$ cat src/rtl/video_write_arbiter.sv
`default_nettype none
// ============================================================================
//  Module   : video_write_arbiter
//  Purpose  : Shares the single video-memory write port between the core's
//             video store path and a linear fill engine. Core stores can
//             never stall, so they land in a small FIFO. A scheduler then
//             interleaves FIFO drains with fill writes. The core wins a tie
//             when the FIFO is at or above HIGH_WATER. Otherwise ties
//             alternate between the two requesters.
//  Ports    : clk, rst (async, active-low)
//             core_addr/core_data/core_we  - core store stream (no backpressure)
//             fill_start/base/count/data   - fill command, sampled in IDLE
//             fill_busy, fill_done         - fill status
//             core_overflow                - sticky dropped-store flag
//             vm_addr/vm_data/vm_we        - registered memory write port
//  Revision : 1.0 - initial release
// ============================================================================
module video_write_arbiter #(
    parameter int FIFO_DEPTH = 4,
    parameter int HIGH_WATER = 3
) (
    input  logic        clk,
    input  logic        rst,
    input  logic [31:0] core_addr,
    input  logic [31:0] core_data,
    input  logic        core_we,
    input  logic        fill_start,
    input  logic [31:0] fill_base,
    input  logic [15:0] fill_count,
    input  logic [31:0] fill_data,
    output logic        fill_busy,
    output logic        fill_done,
    output logic        core_overflow,
    output logic [31:0] vm_addr,
    output logic [31:0] vm_data,
    output logic        vm_we
);

    localparam int            c_AW      = $clog2(FIFO_DEPTH);
    localparam logic [c_AW:0] c_HW      = (c_AW + 1)'(HIGH_WATER);
    localparam logic [c_AW:0] c_DEPTH   = (c_AW + 1)'(FIFO_DEPTH);
    localparam logic [c_AW:0] c_CNT_ONE = (c_AW + 1)'(1);
    localparam logic [c_AW-1:0] c_PTR_ONE = c_AW'(1);

    typedef enum logic [1:0] {
        S_IDLE = 2'd0,
        S_RUN  = 2'd1,
        S_DONE = 2'd2
    } state_t;

    // ------------------------------------------------------------------
    // Core store FIFO: {addr, data} entries
    // ------------------------------------------------------------------
    logic [63:0]     r_mem [FIFO_DEPTH];
    logic [c_AW-1:0] r_wr_ptr;
    logic [c_AW-1:0] r_rd_ptr;
    logic [c_AW:0]   r_count;
    logic            r_overflow;

    logic            w_full;
    logic            w_empty;
    logic            w_pop;
    logic            w_push;
    logic [63:0]     w_head;

    // Fill engine
    state_t          r_state;
    logic [31:0]     r_cur_addr;
    logic [15:0]     r_remaining;
    logic [31:0]     r_value;

    // Arbitration
    logic            r_last_fill;
    logic            w_core_req;
    logic            w_fill_req;
    logic            w_grant_core;
    logic            w_grant_fill;

    assign w_full  = (r_count == c_DEPTH);
    assign w_empty = (r_count == '0);
    assign w_pop   = w_grant_core;
    // A push into a full FIFO is safe when the head leaves in the same cycle.
    assign w_push  = core_we && (!w_full || w_pop);
    assign w_head  = r_mem[r_rd_ptr];

    // Storage needs no reset; occupancy is tracked by the pointers/count.
    always_ff @(posedge clk) begin
        if (w_push) begin
            r_mem[r_wr_ptr] <= {core_addr, core_data};
        end
    end

    always_ff @(posedge clk or negedge rst) begin
        if (!rst) begin
            r_wr_ptr   <= '0;
            r_rd_ptr   <= '0;
            r_count    <= '0;
            r_overflow <= 1'b0;
        end else begin
            if (w_push) begin
                r_wr_ptr <= r_wr_ptr + c_PTR_ONE;
            end
            if (w_pop) begin
                r_rd_ptr <= r_rd_ptr + c_PTR_ONE;
            end
            case ({w_push, w_pop})
                2'b10:   r_count <= r_count + c_CNT_ONE;
                2'b01:   r_count <= r_count - c_CNT_ONE;
                default: r_count <= r_count;
            endcase
            if (core_we && !w_push) begin
                r_overflow <= 1'b1;
            end
        end
    end

    // ------------------------------------------------------------------
    // Arbitration
    // ------------------------------------------------------------------
    assign w_core_req = !w_empty;
    assign w_fill_req = (r_state == S_RUN);

    always_comb begin
        w_grant_core = 1'b0;
        w_grant_fill = 1'b0;
        if (w_core_req && w_fill_req) begin
            // Near-full FIFO must drain or a later store could be lost.
            if ((r_count >= c_HW) || r_last_fill) begin
                w_grant_core = 1'b1;
            end else begin
                w_grant_fill = 1'b1;
            end
        end else if (w_core_req) begin
            w_grant_core = 1'b1;
        end else if (w_fill_req) begin
            w_grant_fill = 1'b1;
        end
    end

    // Reset value "fill" lets the core win the first tie.
    always_ff @(posedge clk or negedge rst) begin
        if (!rst) begin
            r_last_fill <= 1'b1;
        end else if (w_grant_core || w_grant_fill) begin
            r_last_fill <= w_grant_fill;
        end
    end

    // ------------------------------------------------------------------
    // Fill engine FSM
    // ------------------------------------------------------------------
    always_ff @(posedge clk or negedge rst) begin
        if (!rst) begin
            r_state     <= S_IDLE;
            r_cur_addr  <= '0;
            r_remaining <= '0;
            r_value     <= '0;
        end else begin
            case (r_state)
                S_IDLE: begin
                    if (fill_start) begin
                        r_cur_addr  <= fill_base;
                        r_remaining <= fill_count;
                        r_value     <= fill_data;
                        r_state     <= (fill_count != 16'd0) ? S_RUN : S_DONE;
                    end
                end
                S_RUN: begin
                    if (w_grant_fill) begin
                        r_cur_addr  <= r_cur_addr + 32'd4;
                        r_remaining <= r_remaining - 16'd1;
                        if (r_remaining == 16'd1) begin
                            r_state <= S_DONE;
                        end
                    end
                end
                S_DONE: begin
                    r_state <= S_IDLE;
                end
                default: begin
                    r_state <= S_IDLE;
                end
            endcase
        end
    end

    assign fill_busy     = (r_state != S_IDLE);
    assign fill_done     = (r_state == S_DONE);
    assign core_overflow = r_overflow;

    // ------------------------------------------------------------------
    // Registered memory write port
    // ------------------------------------------------------------------
    always_ff @(posedge clk or negedge rst) begin
        if (!rst) begin
            vm_we   <= 1'b0;
            vm_addr <= '0;
            vm_data <= '0;
        end else begin
            vm_we <= w_grant_core || w_grant_fill;
            if (w_grant_core) begin
                vm_addr <= w_head[63:32];
                vm_data <= w_head[31:0];
            end else if (w_grant_fill) begin
                vm_addr <= r_cur_addr;
                vm_data <= r_value;
            end
        end
    end

endmodule
`default_nettype wire

$ cat config.mk
export PLATFORM = sky130hd
export DESIGN_NAME = video_write_arbiter
export DESIGN_NICKNAME = d
export VERILOG_FILES = /design/src/rtl/video_write_arbiter.sv
export SDC_FILE = /design/constraint.sdc
export NUM_CORES = 1
export LEC_CHECK = 0
export BUFFER_PORTS_ARGS = -buffer_cell sky130_fd_sc_hd__buf_2
export CAP_MARGIN = 20
export CORE_MARGIN = 1
export CORE_UTILIZATION = 30
export CTS_BUF_LIST = sky130_fd_sc_hd__clkbuf_2
export CTS_CLUSTER_DIAMETER = 60
export DETAILED_ROUTE_END_ITERATION = 7
export MAX_ROUTING_LAYER = met4
export PLACE_DENSITY = 0.54
export REMOVE_ABC_BUFFERS = 1
export SYNTH_ARGS = -nofsm -noshare
export SYNTH_HDL_FRONTEND = slang
export SYNTH_SLANG_ARGS = --single-unit
$ cat constraint.sdc
create_clock -name clk -period 2.8 [get_ports clk]
set_input_delay 0.14 -clock clk [delete_from_list [all_inputs] [get_ports clk]]
set_output_delay 0.14 -clock clk [all_outputs]
set_load 0.03 [all_outputs]
**After elaboration in Yosys (flattened, before gate mapping)**

Memories as Yosys holds them, arrays and structs flattened.
Index checks and enable logic that the tools add are counted.

- Order comparisons: 1
- Equality and inequality tests: 9
- Muxes and demuxes: 25
- $add $sub $neg: 6
- Reduce and logical (&&, ||, !) cells: 19

Operator list:

| kind | number |
|---|---|
| two-way mux 32 bit | 6 |
| one-hot mux 32 bit (2 select lines) | 1 |
| adder 32 x 3 -> 32 bit, second input constant | 1 |
| two-way mux 16 bit | 2 |
| one-hot mux 16 bit (2 select lines) | 1 |
| == test 16 x 1 -> 1 bit, second input constant | 1 |
| nonzero test 16 bit | 1 |
| subtractor 16 x 1 -> 16 bit, second input constant | 1 |
| two-way mux 1 bit | 9 |
| two-way mux 2 bit | 4 |
| nonzero test 2 bit | 4 |
| one-hot mux 3 bit (2 select lines) | 1 |
| AND reduction 3 bit | 2 |
| adder 2 x 1 -> 2 bit, second input constant | 2 |
| == test 2 x 1 -> 1 bit, second input constant | 2 |
| == test 2 bit, second input constant | 2 |
| inequality test 2 x 1 -> 1 bit, second input constant | 2 |
| one-hot mux 2 bit (2 select lines) | 1 |
| adder 3 x 1 -> 3 bit, second input constant | 1 |
| == test 3 bit, second input constant | 1 |
| greater-or-equal comparator 3 x 2 -> 1 bit, second input constant | 1 |
| logical AND 1 bit | 3 |
| logical NOT 1 bit | 3 |
| logical NOT 3 bit | 1 |
| other kinds (5) | 7 |

- Bits in writable memories: 256
- Bits in registers: 156
- Output and inout bits: 68
- Logic and storage cells: 73
- Bits of input ports: 148
- Memories: 1

Memories:

| memory | depth | width | rd ports | clocked after memory_dff | wr ports | RTL line | RTL |
|---|---|---|---|---|---|---|---|
| r_mem | 4 | 64 | 1 | 0 | 1 | 54 | `logic [63:0] r_mem [FIFO_DEPTH];` |

**Logic depth before layout (Yosys ltp)**

Gate-level depths: netlist of run 1.

- Word-level depth: 8
- Mapped depth: 11
- Mapped depth without buffers: 8

**Worst setup path after synthesis of run 1**

Ideal clock, no wire load.

- Path kind: register to register
- From: reg r_wr_ptr[0]
- To: mem r_mem[0][0] (enable)
- Path buffers: 0
- Slack: 0.245 ns
- Arrival time: 2.126 ns
- Data required time: 2.371 ns
- Library setup time: 0.429 ns
- Period minus slack after synthesis: 2.555 ns
- Cell stages (with the launch flop): 4
- Path through: dfrtp_1 -> inv_1 -> ha_1 -> and2_1

RTL lines:

| what | RTL line | RTL |
|---|---|---|
| from (decl) | 55 | `logic [c_AW-1:0] r_wr_ptr;` |
| from (signal assigned) | 101 | `r_wr_ptr <= r_wr_ptr + c_PTR_ONE;` |
| to (decl) | 54 |  |

No word-level cell before the write port.

**Worst setup path in the final report of run 1**

- From: reg r_state[0]
- To: reg r_cur_addr[13]

- Longest elaborated chain between the ends: 6
- Elaborated cells between the ends (all ways): 11
- Classes of those cells: 3 x eq/ne; 4 x mux; 4 x reduce/logical

Ends and longest elaborated chain:

| what | RTL line | RTL |
|---|---|---|
| from (decl) | 67 | `state_t r_state;` |
| from (signal assigned) | 165 | `r_state <= (fill_count != 16'd0) ? S_RUN : S_DONE;` |
| == test 2 x 1 -> 1 bit | 121, 159 |  |
| two-way mux 1 bit | 135 | `end else if (w_fill_req) begin` |
| two-way mux 1 bit | 133 | `end else if (w_core_req) begin` |
| two-way mux 1 bit | 126 | `if (w_core_req && w_fill_req) begin` |
| inequality test 2 x 1 -> 1 bit (no line) | n/a |  |
| AND reduction 3 bit (no line) | n/a |  |
| to (signal assigned) | 162 | `r_cur_addr <= fill_base;` |
| to (signal assigned) | 170 | `r_cur_addr <= r_cur_addr + 32'd4;` |
| to (decl) | 68 | `logic [31:0] r_cur_addr;` |

Parallel ways exist; a longest one is shown, timed or not.
A chain may end at the register's enable or synchronous reset.

==> summary.md, run 1 <==
| Metric | Value |
|---|---|
| Number of flops mapped to enable cells by yosys | 256 |
| Initial antenna violation count | 10 |
| Gp weighted congestion | 0.8439 |
| Filler instances | 5,304 |
| Port-buffer cells | 215 |
| Clk slew on worst S/H paths | 0.11 ns |
| Number of H-tree levels | 3 |
| RR Startpoint | r_state[0] |
| Vias in the first global route | 13,900 |
| Register Area | 11,600 um^2 |
| Routed WL per cell | 18.83 um |
| Post-DP HPWL | 30.74 mm |
| Total global routing overflow | 0 |
| Netlist cell types | 64 |
| Leak | 9.368 nW |
| Combinational cell fraction of total power | 36.2% |
| Row cnt | 86 |
| Synth top area share | 45.28% |
| Top cells by area, synth | edfxtp_1, dfrtp_1, mux4_2, nand2_1, nand3_1 |
| Via-to-Cell Ratio | 4.762 |
| Initial Utilization | 30.58% |
| DRC errors left | 0 |
| CTS tree | done |
| Cell taking the most area after synthesis | edfxtp_1 |
| Root Buffer | clkbuf_2 |
| Hold Path Class | input port to async pin |
| Wire length on met3 | 3.590 mm |
| DR WL met2 | 24.33 mm |
| Pwr Density | 875.0 nW/um^2 |
| Setup crit end kind | register |
| Tmin final | 2.641 ns |
| DRT Wirelength | 51.70 mm |
| Largest family of logic cells by synthesized area | simple AND/OR/NAND/NOR gates |
| Beginning of the critical path | r_state[0] |
| Critical path arrival | 3.64 ns |
| Layout cells sized above 1 | 25.87% |
| Seq/Total Area, Yosys | 68.28% |
| Simple-Gate Fraction of Synth Area | 14.02% |
| Part of the power in registers | 43.7% |
| Setup_tns | 0 ns |
| P&R area growth vs syn | 39.60% |
| Design area | 23,700 um^2 |
| Synth async-reset ratio | 37.86% |
| Clock buffer depth | 3 |
| Placed Cells incl. Taps | 2,181 |
| Ports | 216 |
| Worst VDD drop | 0.0006147 V |
| Run status | finished clean |
| Max-slew violations | 0 |
| Mapped Avg Cell Area | 13.52 um^2 |
| Nets | 2,049 |
| Total CTS buffers | 108 |
| CP Class | register to register |
| Max Cap Viol | 0 |
| Top Layer Used | met4 |
| Ys Warns | 0 |
| Adder-Cell Fraction of Synth Area | 0.7001% |
| Final-report hold violation count | 0 |
| Final hold slack | 0.2235 ns |
| Post-synthesis xor/xnor area fraction | 0.2579% |
| Power Internal | 12.71 mW |
| CP required | 3.80 ns |
| Synth Instances | 1,256 |
| Pin count of the biggest net entering global routing | 71 |
| Rel. slew slack | 57.26% |
| DIE AREA | 57,550 um^2 |
| Cell area after synthesis | 16,980 um^2 |
| Compound-Gate Fraction of Synth Area | 5.571% |
| DR iter-0 viols | 678 |
| Gr usage total | 18.84% |
| DR pass1 iterations | 5 |
| P_sw | 8.030 mW |
| Placed Instance Area | 19,120 um^2 |
| Worst-path maximum fanout | 29 |
| #FFs+latches synth | 412 |
| Post-layout util | 42.69% |
| Wire length on met1 | 22.33 mm |
| Post-synthesis mux area share | 8.666% |
| CORE AREA | 55,520 um^2 |
| Max Fclk | 378.7 MHz |
| Sw Share | 38.72% |
| Primary FF master, synth | edfxtp_1 |
| First-pass GRT wire length | 79.23 mm |
| Area of the multi-input gates | 5031 um^2 |
| Startpoint Class | register |
| Post-DRT Antenna Nets | 0 |
| Setup violations, final | 0 |
| Worst skew pair latency | 1.13 ns |
| Clk sinks | 412 |
| Vias | 13,070 |
| Worst Max-Slew Pin Slew | 0.6377 ns |
| Worst Skew | 0.1129 ns |
| Die X | 239.9 um |
| Post-Layout Cell Count | 2,745 |
| Share of total power in the clock network | 20.1% |
| Chip Height | 239.9 um |
| Fin crit share | 94.32% |
synth_stat cells (3+ instances only):
cell type    n
a211oi_1     3
a21oi_1     45
a221o_1      5
a2bb2oi_1    5
a31oi_1      6
and2_1      11
and3_1       6
and4_1       5
buf_2       16
buf_4        6
buf_6        4
clkbuf_1    54
dfrtp_1    155
edfxtp_1   256
ha_1         7
inv_1       12
mux2i_1      3
mux4_2      64
nand2_1    260
nand2b_1     4
nand3_1    149
nand4_1     10
nor2_1      29
nor3_1      20
nor4_1       8
o211ai_1     5
o21ai_0     28
o21bai_1     3
o22a_1       6
o22ai_1     11
o32ai_1      8
o41ai_1      4
or2_2        5
or3_1        3
or4_1        3
xnor2_1      4
cell usage in the layout (no fill, tap or decap), types with 8 or more instances in the layout:
master / instances
nand4_1: 10
buf_4: 34
o32ai_1: 8
diode_2: 10
dfrtp_1: 153
inv_1: 11
nor2_1: 28
nand2_1: 259
edfxtp_1: 256
dlygate4sd3_1: 349
nor3_1: 19
o21ai_0: 28
nand3_1: 149
mux4_2: 64
clkbuf_2: 155
buf_12: 10
a21oi_1: 45
o22ai_1: 11
buf_2: 214
clkinv_1: 39
per-stage QoR:
stage	setup WS, ns	power, mW
global placement	0.3763	16.23
floorplan	-6.869	13.59
global route	-0.003115	22.08
detailed placement	0.3046	16.35
CTS	0.02468	20.99
finish	0.1590	20.74
sequential cells by signal (all words and copies together) (netlist names), 3 cells and up:
signal,flops
vm_addr,32
r_remaining,16
r_count,3
r_value,32
vm_data,32
r_cur_addr,32
r_mem,256
per-layer routing:
layer / GRT usage, % / vias up
met4: 7.643 / 0
li1: - / 6087
met3: 4.868 / 86
met5: - / -
met1: 23.28 / 6462
met2: 29.44 / 436
cell families after synthesis:
| family | after synthesis |
|---|---|
| simple gates | 524 |
| flops | 412 |
| mux | 67 |
| buf+inv | 94 |
| xor+xnor | 5 |
| fa+ha+maj | 9 |
| compound gates | 145 |
repair_timing:
item	4_1_cts	5_1_grt
hold endpoints to repair	755	0
hold buffers	350	0
setup buffers	0	0
setup endpoints to repair	0	9
resized for setup	0	5
critical path, cell delays in order (launching register included):
cell and delay, ns:
dfrtp_1 0.44, buf_4 0.34, inv_1 0.09, buf_4 0.19, nor2_1 0.17, buf_4 0.35
nand3_1 0.22, o21ai_0 0.13, a2bb2oi_1 0.08, dlygate4sd3_1 0.56
power by group through the flow:
| stage | Combinational, mW | Sequential, mW | Clock, mW |
|---|---|---|---|
| after floorplan | 3.53 | 10.1 | 0 |
| after global placement | 7.07 | 9.16 | 0 |
| after detailed placement | 7.15 | 9.20 | 0 |
| after CTS | 7.58 | 9.08 | 4.33 |
| after global routing | 8.17 | 9.26 | 4.65 |
| final | 7.51 | 9.07 | 4.16 |
area by class of cell:
| cell class | instances | share of cell area (%) |
|---|---|---|
| clock inverters | 49 | 0.9607 |
| flip-flops and latches | 412 | 48.94 |
| diodes | 10 | 0.1056 |
| repair buffers | 609 | 21.35 |
| inverters | 12 | 0.1953 |
| well taps | 748 | 3.948 |
| clock buffers | 155 | 3.273 |
| multi-input cells | 750 | 21.23 |
worst paths after layout:
kind	endpoint	slack (ns)	cells past startpoint
max	r_cur_addr[13]	0.16	9
min	vm_addr[18]	0.22	4
max reg2reg	r_cur_addr[13]	0.16	9
min reg2reg	core_overflow	0.38	0
max in group asynchronous	r_rd_ptr[0]	2.07	4
min in group clk	r_state[0]	0.23	7
Note: power is estimated with default switching activity, not from simulation.
==> run 2: changes to the inputs <==
- ABC_AREA: default -> 1
- PLACE_DENSITY: 0.54 -> 0.53
==> run 2 against run 1 <==
The run now ends with design-rule violations left. Area after synthesis grew 6.0%. Cell area grew 4.9%. Die area is 5.9% higher. First-iteration DRC count rose by 29%. Sequential share of layout area fell by 2.3 points. Clock skew rose by 0.0035 ns. Via count grew 19%.
==> summary.md, run 2 <==
| Metric | Value |
|---|---|
| Die X | 246.9 um |
| Netlist cell types | 39 |
| Run status | finished with violations |
| Number of H-tree levels | 3 |
| Layout cells sized above 1 | 18.01% |
| Final hold slack | 0.1386 ns |
| Via-to-Cell Ratio | 4.657 |
| DR pass1 iterations | 7 |
| Post-Layout Cell Count | 3,346 |
| Nets | 2,626 |
| Design area | 24,850 um^2 |
| Placed Instance Area | 19,880 um^2 |
| Synth Instances | 1,816 |
| Setup violations, final | 0 |
| Gp weighted congestion | 0.8946 |
| Setup_tns | 0 ns |
| Max-slew violations | 0 |
| Synth async-reset ratio | 37.86% |
| DRT Wirelength | 55.07 mm |
| Post-synthesis xor/xnor area fraction | 0.1460% |
| Vias in the first global route | 15,750 |
| Vias | 15,580 |
| Adder-Cell Fraction of Synth Area | 0.5981% |
| Mapped Avg Cell Area | 9.907 um^2 |
| Clk slew on worst S/H paths | 0.11 ns |
| Reg with most FFs | r_mem |
| Fin crit share | 96.67% |
| Worst skew pair latency | 1.20 ns |
| P&R area growth vs syn | 38.14% |
| Commonest cells in the netlist | nand2_1, edfxtp_1, nor2_1 |
| Initial antenna violation count | 7 |
| Pin count of the biggest net entering global routing | 77 |
| Leak | 10.50 nW |
| Initial Utilization | 30.43% |
| #FFs+latches synth | 412 |
| DRC errors left | 24 |
| Placed Cells incl. Taps | 2,742 |
| RR Startpoint | r_state[0] |
| Cell taking the most area after synthesis | edfxtp_1 |
| Slowest stage cell on the critical path | dlygate4sd3_1 |
| Post-DRT Antenna Nets | 0 |
| Tot Pwr | 23.06 mW |
| Worst R2R End | r_remaining[1] |
| Worst Skew | 0.1164 ns |
| R2R setup slack | 0.09 ns |
| Worst-path maximum fanout | 21 |
| Compound-Gate Fraction of Synth Area | 10.74% |
| Critical path arrival | 3.74 ns |
| Fin worst setup slack | 0.09334 ns |
| Failing checks | design-rule violations |
| Startpoint Class | register |
| CORE AREA | 59,130 um^2 |
| DIE AREA | 60,950 um^2 |
| Post-layout util | 42.03% |
| Max Fclk | 369.5 MHz |
| Port-buffer cells | 215 |
| Most frequent cell after synthesis | nand2_1 |
| Clk sinks | 412 |
| Max reg flops | 256 |
| Routed WL per cell | 16.46 um |
| Rel. slew slack | 42.61% |
| Number of flops mapped to enable cells by yosys | 256 |
| Worst Max-Slew Pin Slew | 0.8609 ns |
| Total global routing overflow | 0 |
| Cells on worst reg2reg path | 11 |
| DR iter-0 viols | 875 |
| Clock buffer depth | 3 |
| Post-synthesis mux area share | 0.06259% |
| Delay-heaviest family, CP | buffers and inverters |
| Max Cap Viol | 0 |
| Chip Height | 246.9 um |
| Row cnt | 89 |
| CP required | 3.84 ns |
| CP Buf/Inv Count | 5 |
| Setup crit end kind | register |
| Seq/Total Area, Yosys | 64.43% |
| Tmin final | 2.707 ns |
| Hold Path Class | input port to async pin |
| Crit path depth | 11 |
| Synth top area share | 42.73% |
| CTS tree | done |
| Worst VDD drop | 0.0005601 V |
| Gr usage total | 18.61% |
| Primary FF master, synth | edfxtp_1 |
| Simple-Gate Fraction of Synth Area | 18.75% |
| Largest family of logic cells by synthesized area | simple AND/OR/NAND/NOR gates |
| Pwr Density | 927.8 nW/um^2 |
| RSZ-0062 raised after global routing | no |
| Most frequent cells in the layout | nand2_1, dlygate4sd3_1, edfxtp_1, buf_2, nor2_1 |
| Ys Warns | 0 |
| Most common cell after layout, fill and taps aside | nand2_1 |
| Largest stage delay, worst path | 0.56 ns |
| First-pass GRT wire length | 84.89 mm |
| CP endpoint | r_remaining[1] |
| Total CTS buffers | 112 |
| Post-DP HPWL | 33.13 mm |
| Ports | 216 |
| Beginning of the critical path | r_state[0] |
| Placement Setup Slack | 0.8609 ns |
| CP Class | register to register |
| Top cells by area, synth | edfxtp_1, dfrtp_1, nand2_1, a21oi_1, nor2_1 |
| Most Frequent Cell on Critical Path | dlygate4sd3_1 |
| Worst path cell trace | buf_4 > nor2_4 > inv_2 > or2_1 > nand2_2 > nor2_2 > buf_6 > nand2_1 > dlygate4sd3_1 > o21ai_0 > dlygate4sd3_1 |
| Root Buffer | clkbuf_2 |
| Cell area after synthesis | 17,990 um^2 |
| Final-report hold violation count | 0 |
run 2: kinds of logic after synthesis:
logic type                 Yosys count
buffers and inverters              208
muxes                                1
and+or+nand+nor                    849
adders and majority gates            8
xor gates and xnor gates             3
DFF                                412
AOI/OAI and AO/OA                  335
run 2: power by group:
group          switching (mW)  total (mW)  internal [mW]
clock                    2.65        4.37           1.72
sequential              0.972        9.16           8.19
combinational            6.14        9.53           3.39
run 2: layer usage:
| layer | GRT usage (%) | wire [um] | up-vias |
|---|---|---|---|
| li1 | - | - | 7530 |
| met1 | 22.11 | 23800 | 7545 |
| met2 | 30.93 | 26890 | 411 |
| met3 | 4.254 | 3181 | 97 |
| met4 | 6.391 | 1191 | 0 |
| met5 | - | 0 | - |
run 2: cell type report:
type / instances / area (um^2)
fill: 5722 / 34280
timing repair buffer: 636 / 5316
sequential: 412 / 11600
tap: 773 / 967.2
inverter: 112 / 430.4
antenna: 8 / 20.02
clock buffer: 155 / 775.7
multi-input combinational: 1196 / 5468
clock inverter: 54 / 272.8
run 2: worst min path at each step:
stage / startpoint / end / slack, ns / depth (start not counted)
6_report: rst / r_cur_addr[6] / 0.14 / 4
5_1_grt: rst / r_cur_addr[9] / 0.1 / 4
3_5_place_dp: rst / vm_we / 0.21 / 1
3_3_place_gp: rst / vm_we / 0.21 / 1
2_1_floorplan: rst / core_overflow / -0.16 / 0
4_1_cts: rst / r_cur_addr[6] / 0.02 / 4
run 2: repair_timing:
| action | 4_1_cts | 5_1_grt |
|---|---|---|
| setup buffers | 0 | 4 |
| hold endpoints to repair | 755 | 0 |
| setup endpoints to repair | 0 | 7 |
| hold buffers | 383 | 0 |
| resized for setup | 0 | 10 |
run 2: worst reg2reg max path, cell delays in order, from the launching register on:
cell and delay, ns:
dfrtp_1 0.39, buf_4 0.22, nor2_4 0.13, inv_2 0.05
or2_1 0.21, nand2_2 0.09, nor2_2 0.05, buf_6 0.18
nand2_1 0.08, dlygate4sd3_1 0.56, o21ai_0 0.08, dlygate4sd3_1 0.56
==> run 3: changes to the inputs <==
- CTS_CLUSTER_DIAMETER: 60 -> 200
- REMOVE_ABC_BUFFERS: 1 -> default
- SLEW_MARGIN: default -> 15
==> run 3 against run 2 <==
The flow still finishes with violations (design-rule violations). Global-route usage grew 0.62 points. Final cell count increased by 0.63%. Total power up 1.6%. Die area unchanged. Register-to-register slack improved by 0.03 ns. Sequential share of layout area down 0.53 points. Clock power grew 6.9%. Fmax increased by 0.94%. Sequential cell count unchanged. Hold slack worse by 0.057 ns. Highest routed layer unchanged. Largest power group unchanged.
==> summary.md, run 3 (same netlist as run 2, synthesis figures left out) <==
| Metric | Value |
|---|---|
| Run status | finished with violations |
| Failing checks | design-rule violations |
| Critical path arrival | 3.68 ns |
| P&R area growth vs syn | 39.68% |
| Placed Instance Area | 19,860 um^2 |
| Most frequent cells in the layout | nand2_1, dlygate4sd3_1, edfxtp_1, buf_2, clkbuf_2 |
| CP Buf/Inv Count | 4 |
| Post-DRT Antenna Nets | 0 |
| Worst Max-Slew Pin Slew | 0.7211 ns |
| Gp weighted congestion | 0.8644 |
| DRT Wirelength | 56.42 mm |
| Routed WL per cell | 16.76 um |
| Tot Pwr | 23.42 mW |
| Top Layer Used | met4 |
| Initial Utilization | 30.43% |
| Slowest stage cell on the critical path | dlygate4sd3_1 |
| Clk sinks | 412 |
| Total global routing overflow | 0 |
| Leak | 10.56 nW |
| Via-to-Cell Ratio | 4.642 |
| Tmin final | 2.681 ns |
| Most common cell after layout, fill and taps aside | nand2_1 |
| RSZ-0062 raised after global routing | yes |
| Die X | 246.9 um |
| Chip Height | 246.9 um |
| Hold Path Class | input port to async pin |
| Placed Cells incl. Taps | 2,737 |
| Vias | 15,630 |
| Pin count of the biggest net entering global routing | 130 |
| Vias in the first global route | 15,970 |
| Syn Nets | 1,972 |
| Initial antenna violation count | 16 |
| Worst path cell trace | buf_4 > nor2_2 > nand2_2 > buf_6 > nor2_1 > dlygate4sd3_1 > a21oi_1 > dlygate4sd3_1 |
| Nets | 2,639 |
| Clk slew on worst S/H paths | 0.11 ns |
| Total CTS buffers | 110 |
| Worst Skew | 0.08833 ns |
| Post-CTS setup buffers | 0 |
| Ports | 216 |
| CP Class | register to register |
| Post-Layout Cell Count | 3,367 |
| Worst-path maximum fanout | 67 |
| Final-report hold violation count | 0 |
| Fin worst setup slack | 0.1187 ns |
| DIE AREA | 60,950 um^2 |
| Pwr Density | 931.8 nW/um^2 |
| Register Area | 11,600 um^2 |
| Fin crit share | 95.76% |
| CP required | 3.80 ns |
| Max Fclk | 372.9 MHz |
| Post-DP HPWL | 33.78 mm |
| R2R setup slack | 0.12 ns |
| Area of the multi-input gates | 5453 um^2 |
| Largest stage delay, worst path | 0.60 ns |
| Post-layout util | 42.50% |
| Delay-heaviest family, CP | buffers and inverters |
| Final hold slack | 0.08142 ns |
| Most Frequent Cell on Critical Path | dlygate4sd3_1 |
| Setup violations, final | 0 |
| Max Cap Viol | 0 |
| DR pass1 iterations | 7 |
| Worst skew pair latency | 1.12 ns |
| Rel. slew slack | 51.92% |
| CORE AREA | 59,130 um^2 |
| Beginning of the critical path | r_state[0] |
| Startpoint Class | register |
| CTS tree | done |
| Setup_tns | 0 ns |
| RR Startpoint | r_state[0] |
| Design area | 25,130 um^2 |
| First-pass GRT wire length | 87.51 mm |
| Max reg flops | 256 |
| DR WL met2 | 27.24 mm |
| Worst VDD drop | 0.0005912 V |
| Row cnt | 89 |
| Wire length on met3 | 3.396 mm |
| Wire length on met1 | 24.32 mm |
| Port-buffer cells | 215 |
| DR iter-0 viols | 891 |
| Number of H-tree levels | 3 |
| Gr usage total | 19.23% |
| Placement Setup Slack | 0.6086 ns |
| Reg with most FFs | r_mem |
| Root Buffer | clkbuf_2 |
| Max-slew violations | 0 |
| Layout cells sized above 1 | 18.15% |
| Setup crit end kind | register |
| Filler instances | 5,761 |
| Clock buffer depth | 3 |
| DRC errors left | 24 |
run 3: changes by cell type in the layout (fill, tap and decap cells not counted), sizes merged, moves of 7 or more:
| cell | delta |
|---|---|
| clkinv | -24 |
| dlygate4sd3 | +23 |
| clkbuf | +20 |
| diode | +8 |
| buf | -7 |
run 3: where the power goes:
group	internal [mW]	total [mW]	leakage (nW)	switching (mW)
combinational	3.37	9.55	5.58	6.18
clock	1.99	4.67	0.849	2.68
sequential	8.18	9.20	4.13	1.01
total	13.5	23.4	10.6	9.87
run 3: layout make-up:
| class | instances | share of cell area (%) |
|---|---|---|
| antenna | 16 | 0.1593 |
| clock buffer | 176 | 3.505 |
| clock inverter | 31 | 0.9609 |
| inverter | 112 | 1.703 |
| multi-input combinational | 1196 | 21.70 |
| sequential | 412 | 46.16 |
| tap | 773 | 3.849 |
| timing repair buffer | 651 | 21.97 |
run 3: path summary, 6_finish.rpt:
kind / endpoint / depth (start not counted)
setup / recovery: r_value[7] / 8
hold / removal: vm_addr[1] / 3
setup reg to reg: r_value[7] / 8
hold reg to reg: core_overflow / 0
max in group asynchronous: r_value[20] / 5
min in group clk: r_state[0] / 7
run 3: worst min-delay path, delay by kind of cell:
| kind | cells | cell delay [ns] |
|---|---|---|
| buffers and inverters | 3 | 1.54 |
run 3: timing repair:
item,4_1_cts,5_1_grt
resized for setup,0,3
hold buffers,405,0
endpoints found under the setup margin,0,38
endpoints found under the hold margin,614,0
run 3: metal layers:
metal  global-route usage [%]  vias up
met5                        -        -
met4                    6.881        0
met3                    4.189      107
met2                    31.32      463
met1                    23.40     7462
li1                         -     7596
